$ cat config.mk
export PLATFORM = sky130hd
export DESIGN_NAME = ball_depth_sequencer
export DESIGN_NICKNAME = d
export VERILOG_FILES = /design/src/rtl/ball_depth_sequencer.sv
export SDC_FILE = /design/constraint.sdc
export NUM_CORES = 1
export LEC_CHECK = 0
export CAP_MARGIN = 10
export CORE_ASPECT_RATIO = 1.5
export CORE_MARGIN = 2
export CORE_UTILIZATION = 35
export CTS_CLUSTER_SIZE = 10
export DETAILED_ROUTE_END_ITERATION = 10
export PLACE_DENSITY = 0.59
export REMOVE_ABC_BUFFERS = 1
export SETUP_SLACK_MARGIN = 0.2
export SLEW_MARGIN = 20
export SYNTH_ARGS = -nofsm -noshare
export SYNTH_HDL_FRONTEND = slang
export SYNTH_SLANG_ARGS = --single-unit
$ cat constraint.sdc
create_clock -name clk -period 7.59 [get_ports clk]
set_input_delay 2.277 -clock clk [delete_from_list [all_inputs] [get_ports clk]]
set_output_delay 2.277 -clock clk [all_outputs]
set_load 0.1 [all_outputs]
$ cat src/rtl/ball_depth_sequencer.sv
// ball_depth_sequencer
//   Frame-synchronous configuration sequencer for the ball sprite renderer.
//   Game logic writes a ball position (x, y, z) over a req/ack handshake.
//   An iterative subtract-by-ZONE_DEPTH loop resolves the depth zone. Table
//   lookups then produce the top-left origin, the bounds and the ROM line
//   stride. The result is staged and reaches the renderer outputs only on an
//   idle cycle with vblank high, so a frame never sees a half-updated sprite.
//
//   Optional feature: define BALL_CLAMP_EN to clamp trans_x/trans_y to 0 when
//   the centre is left of / above HALF[zone]. The bounds are not affected.
//   Without the macro, trans wraps modulo 2^COORD_W.
//
// Ports
//   clk, rst       clock; asynchronous active-high reset
//   wr_req         position write request, held until wr_ack
//   wr_x/wr_y/wr_z ball centre x/y and depth z
//   wr_ack         one-cycle acknowledge; the position is captured on that edge
//   vblank         high during vertical blanking (commit window)
//   busy           zone resolution or table lookup in progress
//   cfg_valid      at least one configuration committed since reset
//   cfg_update     one-cycle pulse on each commit
//   zone           committed depth zone
//   trans_x/y      committed top-left corner
//   x_bound/y_bound  committed top-left + STAGE[zone]
//   line_stride    STAGE[zone] + 1, the ROM address increment per sprite line
module ball_depth_sequencer #(
  parameter int ZONE_DEPTH = 50,
  parameter int NUM_ZONES  = 20,
  parameter int COORD_W    = 16
) (
  input  logic               clk,
  input  logic               rst,
  input  logic               wr_req,
  input  logic [COORD_W-1:0] wr_x,
  input  logic [COORD_W-1:0] wr_y,
  input  logic [COORD_W-1:0] wr_z,
  output logic               wr_ack,
  input  logic               vblank,
  output logic               busy,
  output logic               cfg_valid,
  output logic               cfg_update,
  output logic [4:0]         zone,
  output logic [COORD_W-1:0] trans_x,
  output logic [COORD_W-1:0] trans_y,
  output logic [COORD_W-1:0] x_bound,
  output logic [COORD_W-1:0] y_bound,
  output logic [12:0]        line_stride
);

  typedef enum logic [1:0] {IDLE, ZONE, LOOKUP} state_t;

  // Sprite edge length for each depth zone.
  function automatic logic [6:0] stage_of(input logic [4:0] idx);
    case (idx)
      5'd0:  stage_of = 7'd69;
      5'd1:  stage_of = 7'd60;
      5'd2:  stage_of = 7'd53;
      5'd3:  stage_of = 7'd48;
      5'd4:  stage_of = 7'd43;
      5'd5:  stage_of = 7'd39;
      5'd6:  stage_of = 7'd36;
      5'd7:  stage_of = 7'd33;
      5'd8:  stage_of = 7'd31;
      5'd9:  stage_of = 7'd29;
      5'd10: stage_of = 7'd27;
      5'd11: stage_of = 7'd26;
      5'd12: stage_of = 7'd24;
      5'd13: stage_of = 7'd23;
      5'd14: stage_of = 7'd22;
      5'd15: stage_of = 7'd21;
      5'd16: stage_of = 7'd20;
      5'd17: stage_of = 7'd19;
      5'd18: stage_of = 7'd18;
      default: stage_of = 7'd17;
    endcase
  endfunction

  // Centre-to-edge offset for each depth zone.
  function automatic logic [5:0] half_of(input logic [4:0] idx);
    case (idx)
      5'd0:  half_of = 6'd34;
      5'd1:  half_of = 6'd29;
      5'd2:  half_of = 6'd26;
      5'd3:  half_of = 6'd23;
      5'd4:  half_of = 6'd21;
      5'd5:  half_of = 6'd19;
      5'd6:  half_of = 6'd17;
      5'd7:  half_of = 6'd16;
      5'd8:  half_of = 6'd15;
      5'd9:  half_of = 6'd14;
      5'd10: half_of = 6'd13;
      5'd11: half_of = 6'd12;
      5'd12: half_of = 6'd11;
      5'd13: half_of = 6'd11;
      5'd14: half_of = 6'd10;
      5'd15: half_of = 6'd10;
      5'd16: half_of = 6'd9;
      5'd17: half_of = 6'd9;
      default: half_of = 6'd8;
    endcase
  endfunction

  state_t             state;
  logic [COORD_W-1:0] shadow_x, shadow_y;
  logic [COORD_W-1:0] rem;
  logic [4:0]         zone_cnt;

  logic               staged;
  logic [4:0]         stg_zone;
  logic [COORD_W-1:0] stg_tx, stg_ty, stg_bx, stg_by;
  logic [12:0]        stg_stride;

  logic               capture;
  logic               commit;
  logic [COORD_W-1:0] half_w, stage_w;
  logic [COORD_W-1:0] tx_raw, ty_raw, tx_new, ty_new, bx_new, by_new;

  assign capture = wr_req && !wr_ack;
  assign commit  = staged && vblank && (state == IDLE);
  assign busy    = (state != IDLE);

  // Lookup arithmetic for the zone currently held in zone_cnt.
  always_comb begin
    half_w  = COORD_W'(half_of(zone_cnt));
    stage_w = COORD_W'(stage_of(zone_cnt));
    tx_raw  = shadow_x - half_w;
    ty_raw  = shadow_y - half_w;
    // Bounds always use the unclamped origin so the sprite keeps its size.
    bx_new  = tx_raw + stage_w;
    by_new  = ty_raw + stage_w;
`ifdef BALL_CLAMP_EN
    tx_new  = (shadow_x < half_w) ? '0 : tx_raw;
    ty_new  = (shadow_y < half_w) ? '0 : ty_raw;
`else
    tx_new  = tx_raw;
    ty_new  = ty_raw;
`endif
  end

  always_ff @(posedge clk or posedge rst) begin
    if (rst) begin
      state       <= IDLE;
      wr_ack      <= 1'b0;
      shadow_x    <= '0;
      shadow_y    <= '0;
      rem         <= '0;
      zone_cnt    <= '0;
      staged      <= 1'b0;
      stg_zone    <= '0;
      stg_tx      <= '0;
      stg_ty      <= '0;
      stg_bx      <= '0;
      stg_by      <= '0;
      stg_stride  <= '0;
      cfg_valid   <= 1'b0;
      cfg_update  <= 1'b0;
      zone        <= '0;
      trans_x     <= '0;
      trans_y     <= '0;
      x_bound     <= '0;
      y_bound     <= '0;
      line_stride <= '0;
    end else begin
      wr_ack     <= 1'b0;
      cfg_update <= 1'b0;

      // Commit stage: staging -> renderer outputs, only while idle in blanking.
      if (commit) begin
        zone        <= stg_zone;
        trans_x     <= stg_tx;
        trans_y     <= stg_ty;
        x_bound     <= stg_bx;
        y_bound     <= stg_by;
        line_stride <= stg_stride;
        staged      <= 1'b0;
        cfg_update  <= 1'b1;
        cfg_valid   <= 1'b1;
      end

      // Compute stage: iterative zone resolution then one lookup cycle.
      case (state)
        ZONE: begin
          if ((rem >= COORD_W'(ZONE_DEPTH)) && (zone_cnt < 5'(NUM_ZONES - 1))) begin
            rem      <= rem - COORD_W'(ZONE_DEPTH);
            zone_cnt <= zone_cnt + 5'd1;
          end else begin
            state <= LOOKUP;
          end
        end
        LOOKUP: begin
          // A write arriving now supersedes this result, so it is not staged.
          if (!capture) begin
            stg_zone   <= zone_cnt;
            stg_tx     <= tx_new;
            stg_ty     <= ty_new;
            stg_bx     <= bx_new;
            stg_by     <= by_new;
            stg_stride <= 13'(stage_of(zone_cnt)) + 13'd1;
            staged     <= 1'b1;
          end
          state <= IDLE;
        end
        default: state <= IDLE;
      endcase

      // Capture stage: a new write always restarts zone resolution.
      if (capture) begin
        wr_ack   <= 1'b1;
        shadow_x <= wr_x;
        shadow_y <= wr_y;
        rem      <= wr_z;
        zone_cnt <= '0;
        state    <= ZONE;
      end
    end
  end

endmodule

After elaboration in Yosys (flattened, before gate mapping) --
Memories as Yosys holds them, arrays and structs flattened. Index checks and enable logic that the tools add are counted.
Operators by class: add/sub/neg operators 7, multipliers 0, divide/modulo/power cells 0, $lt $le $gt $ge 2, eq/ne operators 3, shift-type cells 0, mux-type cells 16, bitwise operators 1, reductions and logical operators 11
Operators with widths (count):
- $mux 16 | 3
- $add 16x7->16 | 2
- $sub 16x6->16 | 2
- $ge 16x6->1 const B | 1
- $sub 16x6->16 const B | 1
- $mux 5 | 3
- $mux 7 | 2
- $add 7x1->8 const B | 1
- $mux 2 | 3
- $reduce_bool 2->1 | 3
- $add 5x1->5 const B | 1
- $lt 5x5->1 const B | 1
- $mux 1 | 5
- $logic_and 1x1->1 | 4
- $reduce_and 2->1 | 2
- $ne 3x3->1 const B | 1
- $eq 2x1->1 const B | 1
- $eq 2x2->1 const B | 1
- $logic_not 2->1 | 1
- $logic_not 1->1 | 1
- $not 1->1 | 1
Word-level totals: flip-flop bits (word level) 223, bits in latches 0, bits in writable memories 0, bits in read-only memories 640, bits of input ports 52, output and inout bits 86, memories kept 3
Memories:
- (no name shown) | words 32, bits a word 7, read ports 1, clocked after Yosys merged registers in 0, write ports 0, line 54 | case (idx)
- (no name shown) | words 32, bits a word 7, read ports 1, clocked after Yosys merged registers in 0, write ports 0, line 54
- (no name shown) | words 32, bits a word 6, read ports 1, clocked after Yosys merged registers in 0, write ports 0, line 80 | case (idx)

Depth between registers and ports, before layout --
word-level depth 5, depth in mapped cells 22

Worst setup path after synthesis --
Ideal clock, no wire load.
path type reg2reg, start reg zone_cnt[3], end reg stg_by[13], setup time 0.126 ns, data arrival time 4.654 ns, required time 7.464 ns, setup slack 2.810 ns, cell stages (with the launch flop) 22, buffers on the path 3, clock period less this slack 4.780 ns, path through dfrtp_1 > clkbuf_1 > buf_1 > mux2i_1 > a21oi_1 > o32ai_1 > ha_1 > inv_1 > fa_1 > a21oi_1 > inv_1 > a21oi_1 > xnor2_1 > ha_1 > nand3_1 > o2111ai_1 > o211ai_1 > nor3_1 > or3b_1 > clkbuf_1 > or3_1 > a221o_1
Between the ends: longest elaborated chain between the ends 3, elaborated cells between the ends (all ways) 4, those cells by class add/sub: 2; memory: 2
RTL lines:
- from (decl) | line 106 | logic [4:0] zone_cnt;
- from (signal assigned) | line 185 | zone_cnt <= zone_cnt + 5'd1;
- $mem_v2 32x6
- $sub 16x6->16 | line 127 | ty_raw = shadow_y - half_w;
- named net ty_new[4] | line 116 | logic [COORD_W-1:0] tx_raw, ty_raw, tx_new, ty_new, bx_new, by_new;
- $add 16x7->16 | line 130 | by_new = ty_raw + stage_w;
- to (signal assigned) | line 197 | stg_by <= by_new;
- to (decl) | line 110 | logic [COORD_W-1:0] stg_tx, stg_ty, stg_bx, stg_by;
The timed path passes the listed nets, and every way through them passes these cells. A chain may end at the register's enable or synchronous reset.

Final worst setup path --
start reg zone_cnt[0], end reg stg_by[13]
The elaborated chain is that of the path after synthesis.

==> flow_summary.yaml <==
setup_path:
  crit_type: "reg -> reg"
  worst-path-buf-inv: 2
  path_cells: "ha_1 > mux2i_1 > a21oi_1 > o32ai_1 > ha_1 > inv_1 > fa_1 > a21oi_1 > inv_1 > a21oi_1 > xnor2_1 > ha_1 > nand3_1 > o2111ai_1 > o211ai_1 > nor3_1 > or3b_1 > or3_1 > a221o_1"
  cp.required_ns: 7.99
  cp.arrival_ns: 5.70
  crit_start: "zone_cnt[0]"
  r2r_start: "zone_cnt[0]"
  critPathMaxStageDelay_ns: 0.52
  r2r_slack_ns: 2.29
  end_kind: "register"
  worst_setup_path_start_kind: "register"
  slowest_stage: "dfrtp_1"
  crit_family: "compound AO/OA/AOI/OAI gates"
  critPathMaxFanout: 11
sta:
  fin_skew_ns: 0.0137
  period_minus_slack_ns: 5.30
  final.period_utilization: 0.698
  relSlewSlack: 0.283
  fmaxAchievable_mhz: 189
  max_slew.worst_pin.slew_ns: 1.07
  setup_violations: 0
  grt_setup_unrepaired: "false"
  fin_hold_ws_ns: 0.469
  drv_slew: 0
  hold_violations: 0
yosys:
  yosysTopAreaCell: "dfrtp_1"
  synth_edf_count: 0
  syn_area_per_cell_um2: 10.1
  netlist_area_um2: 10400
  synth_top_flop_cell: "dfrtp_1"
  yosysWarnings: 0
  ys_seq_area_frac: 0.508
  syn-instance-count: 1033
  synth_top_area_frac: 0.508
  synthArstFlopShare: 1.00
  synth_area_leaders: "dfrtp_1, mux2_2, nand2_1"
  synth_seq_cells: 212
  ys_types: 71
clocking:
  clkLatencyLatePin_ns: 0.52
  ctsResizeCount: 0
  cts_tree: "done"
  cts_inserted_buffers: 25
  cts_root_buf: "clkbuf_16"
  holdBufCountCts: 0
  clock_sinks: 212
  post-cts-setup-buffers: 0
  htree_levels: 1
  clock_path_buffers: 3
  clkTransAtPathRegs_ns: 0.06
final_layout:
  final_nets: 1236
  n_antenna_cell: 0
  seq_area_um2: 5310
  fin_cells: 1546
  multi_input_area_um2: 4810
  fillerInstances: 2907
  area_delta_synth_final_pct: 22.6
  layout-drive-gt1-share: 0.119
  post-route-util: 0.435
flow_run:
  maxCapViolations: 0
detailed_routing:
  wl_per_cell_um: 15.6
  vias: 7640
  drtAntennaViolNets: 0
  first_iter_violations: 301
  wl_um: 24200
  viasPerCell: 4.94
  drtPass1Iterations: 4
  drc: 0
floorplan:
  fp.dieH_um: 216
  core-area_um2: 29500
  die_area_um2: 31300
  start_util: 0.354
  num_rows: 77
  num_io_pins: 138
  fp.dieW_um: 145
global_route:
  grt_start_max_net_pins: 102
  antenna_found_initial: 0
  grt_overflow_total: 0
  grt_pass1_vias: 7583
  grt_use_total: 0.154
  grt_pass1_wl_um: 39300
hold_path:
  hp-class: "reg -> reg"
  min-delay-start: "stg_ty[6]"
run_status:
  status: "finished, final reports clean"
placed_design:
  dp_cells: 1515
  io_buffer_count: 131
  gp_congestion: 0.813
  dp_hpwl_um: 17000
-- per-layer routing --
layer / part of all wire / GRT usage / up-vias
li1: - / - / 3773
met1: 0.40 / 0.173 / 3675
met2: 0.53 / 0.293 / 145
met3: 0.043 / 0.0235 / 47
met4: 0.029 / 0.0565 / 0
met5: 0 / 0 / -
-- synth_stat cells (all sizes together) (3+ instances only) --
| cell | instances |
|---|---|
| inv | 28 |
| a21o | 10 |
| ha | 33 |
| nor2b | 4 |
| o21a | 6 |
| o31a | 5 |
| o31ai | 8 |
| clkbuf | 44 |
| and3 | 5 |
| nor3 | 15 |
| or4 | 8 |
| mux2 | 80 |
| o211ai | 7 |
| a211oi | 7 |
| fa | 4 |
| nand4 | 4 |
| and2 | 6 |
| nor4 | 8 |
| a21oi | 24 |
| dfrtp | 212 |
| a2bb2oi | 3 |
| a31oi | 6 |
| buf | 14 |
| xnor2 | 34 |
| nand3 | 12 |
| o2111ai | 7 |
| or3 | 12 |
| o21ai | 81 |
| nand2 | 227 |
| xor2 | 24 |
| nor2 | 42 |
| or2 | 4 |
| nand3b | 5 |
| nand2b | 13 |
-- worst reg2reg max path, delay by kind of cell (launching register included) --
kind                     cells  cell delay [ns]
AO/OA/AOI/OAI                7             1.55
adder cells (fa/ha/maj)      4             1.37
AND/OR/NAND/NOR              4             1.35
flip-flops                   1             0.52
multiplexers                 1             0.14
buffers and inverters        2             0.14
XOR/XNOR                     1             0.10
-- cell families (layout without fill, tap and decap cells) --
| kind of cell | after synthesis | after routing | synth area share |
|---|---|---|---|
| AO/OA/AOI/OAI | 188 | 188 | 0.116 |
| buffers and inverters | 87 | 201 | 0.0341 |
| adder cells (fa/ha/maj) | 37 | 37 | 0.0472 |
| multiplexers | 82 | 82 | 0.0882 |
| XOR/XNOR | 58 | 58 | 0.0486 |
| flip-flops | 212 | 212 | 0.508 |
| other | 1 | 5 | 0.000359 |
| AND/OR/NAND/NOR | 368 | 368 | 0.158 |
-- flip-flops by register name (all words and copies together), names as in the netlist, 8 cells and up --
signal / flops
shadow_x: 16
trans_y: 16
y_bound: 16
stg_stride: 8
stg_ty: 16
rem: 15
line_stride: 8
stg_by: 16
stg_tx: 16
shadow_y: 16
x_bound: 16
trans_x: 16
stg_bx: 16
-- placed cells by master, fill, tap and decap left out, types with 3 or more instances in the layout --
master,count
xnor2_1,34
inv_1,26
and3_1,4
clkbuf_8,3
clkdlybuf4s50_1,131
clkbuf_16,25
or4_1,7
or3_1,12
dfrtp_1,212
o21a_1,6
a31oi_1,6
nor3_1,15
mux2_2,80
o2111ai_1,7
a2bb2oi_1,3
o31ai_1,7
nand3_1,12
nand4_1,4
o21ai_0,80
xor2_1,24
and2_1,4
ha_1,33
nand3b_1,5
nand2b_1,13
conb_1,5
o211ai_1,6
a21o_1,10
nor4_1,7
nor2b_1,3
nand2_1,227
a21oi_1,24
a211oi_1,7
nor2_1,42
buf_4,8
fa_1,4
or2_2,4
o31a_1,4
-- per-stage QoR --
stage	setup TNS [ns]	area, µm²	setup WS (ns)
floorplan	-102.02	10200	-0.481
global placement	0	12100	2.33
detailed placement	0	12100	2.26
CTS	0	12800	2.24
global route	0	12800	1.86
finish	0	12800	2.29
-- final cells by class --
class | instances | area share
multi-input combinational | 738 | 0.375
sequential | 212 | 0.414
inverter | 29 | 0.00908
tap | 395 | 0.0386
timing repair buffer | 141 | 0.109
clock buffer | 30 | 0.0526
clock inverter | 1 | 0.000684
-- final timing paths --
check,endpoint,depth (start not counted)
max,stg_by[13],19
min,stg_ty[6],2
max reg2reg,stg_by[13],19
min reg2reg,stg_ty[6],2
max in group asynchronous,x_bound[3],3
min in group asynchronous,line_stride[3],2
Power is left out: the tool's default activity adds up to more than one toggle a clock period on the data nets, which glitch-free logic cannot reach.
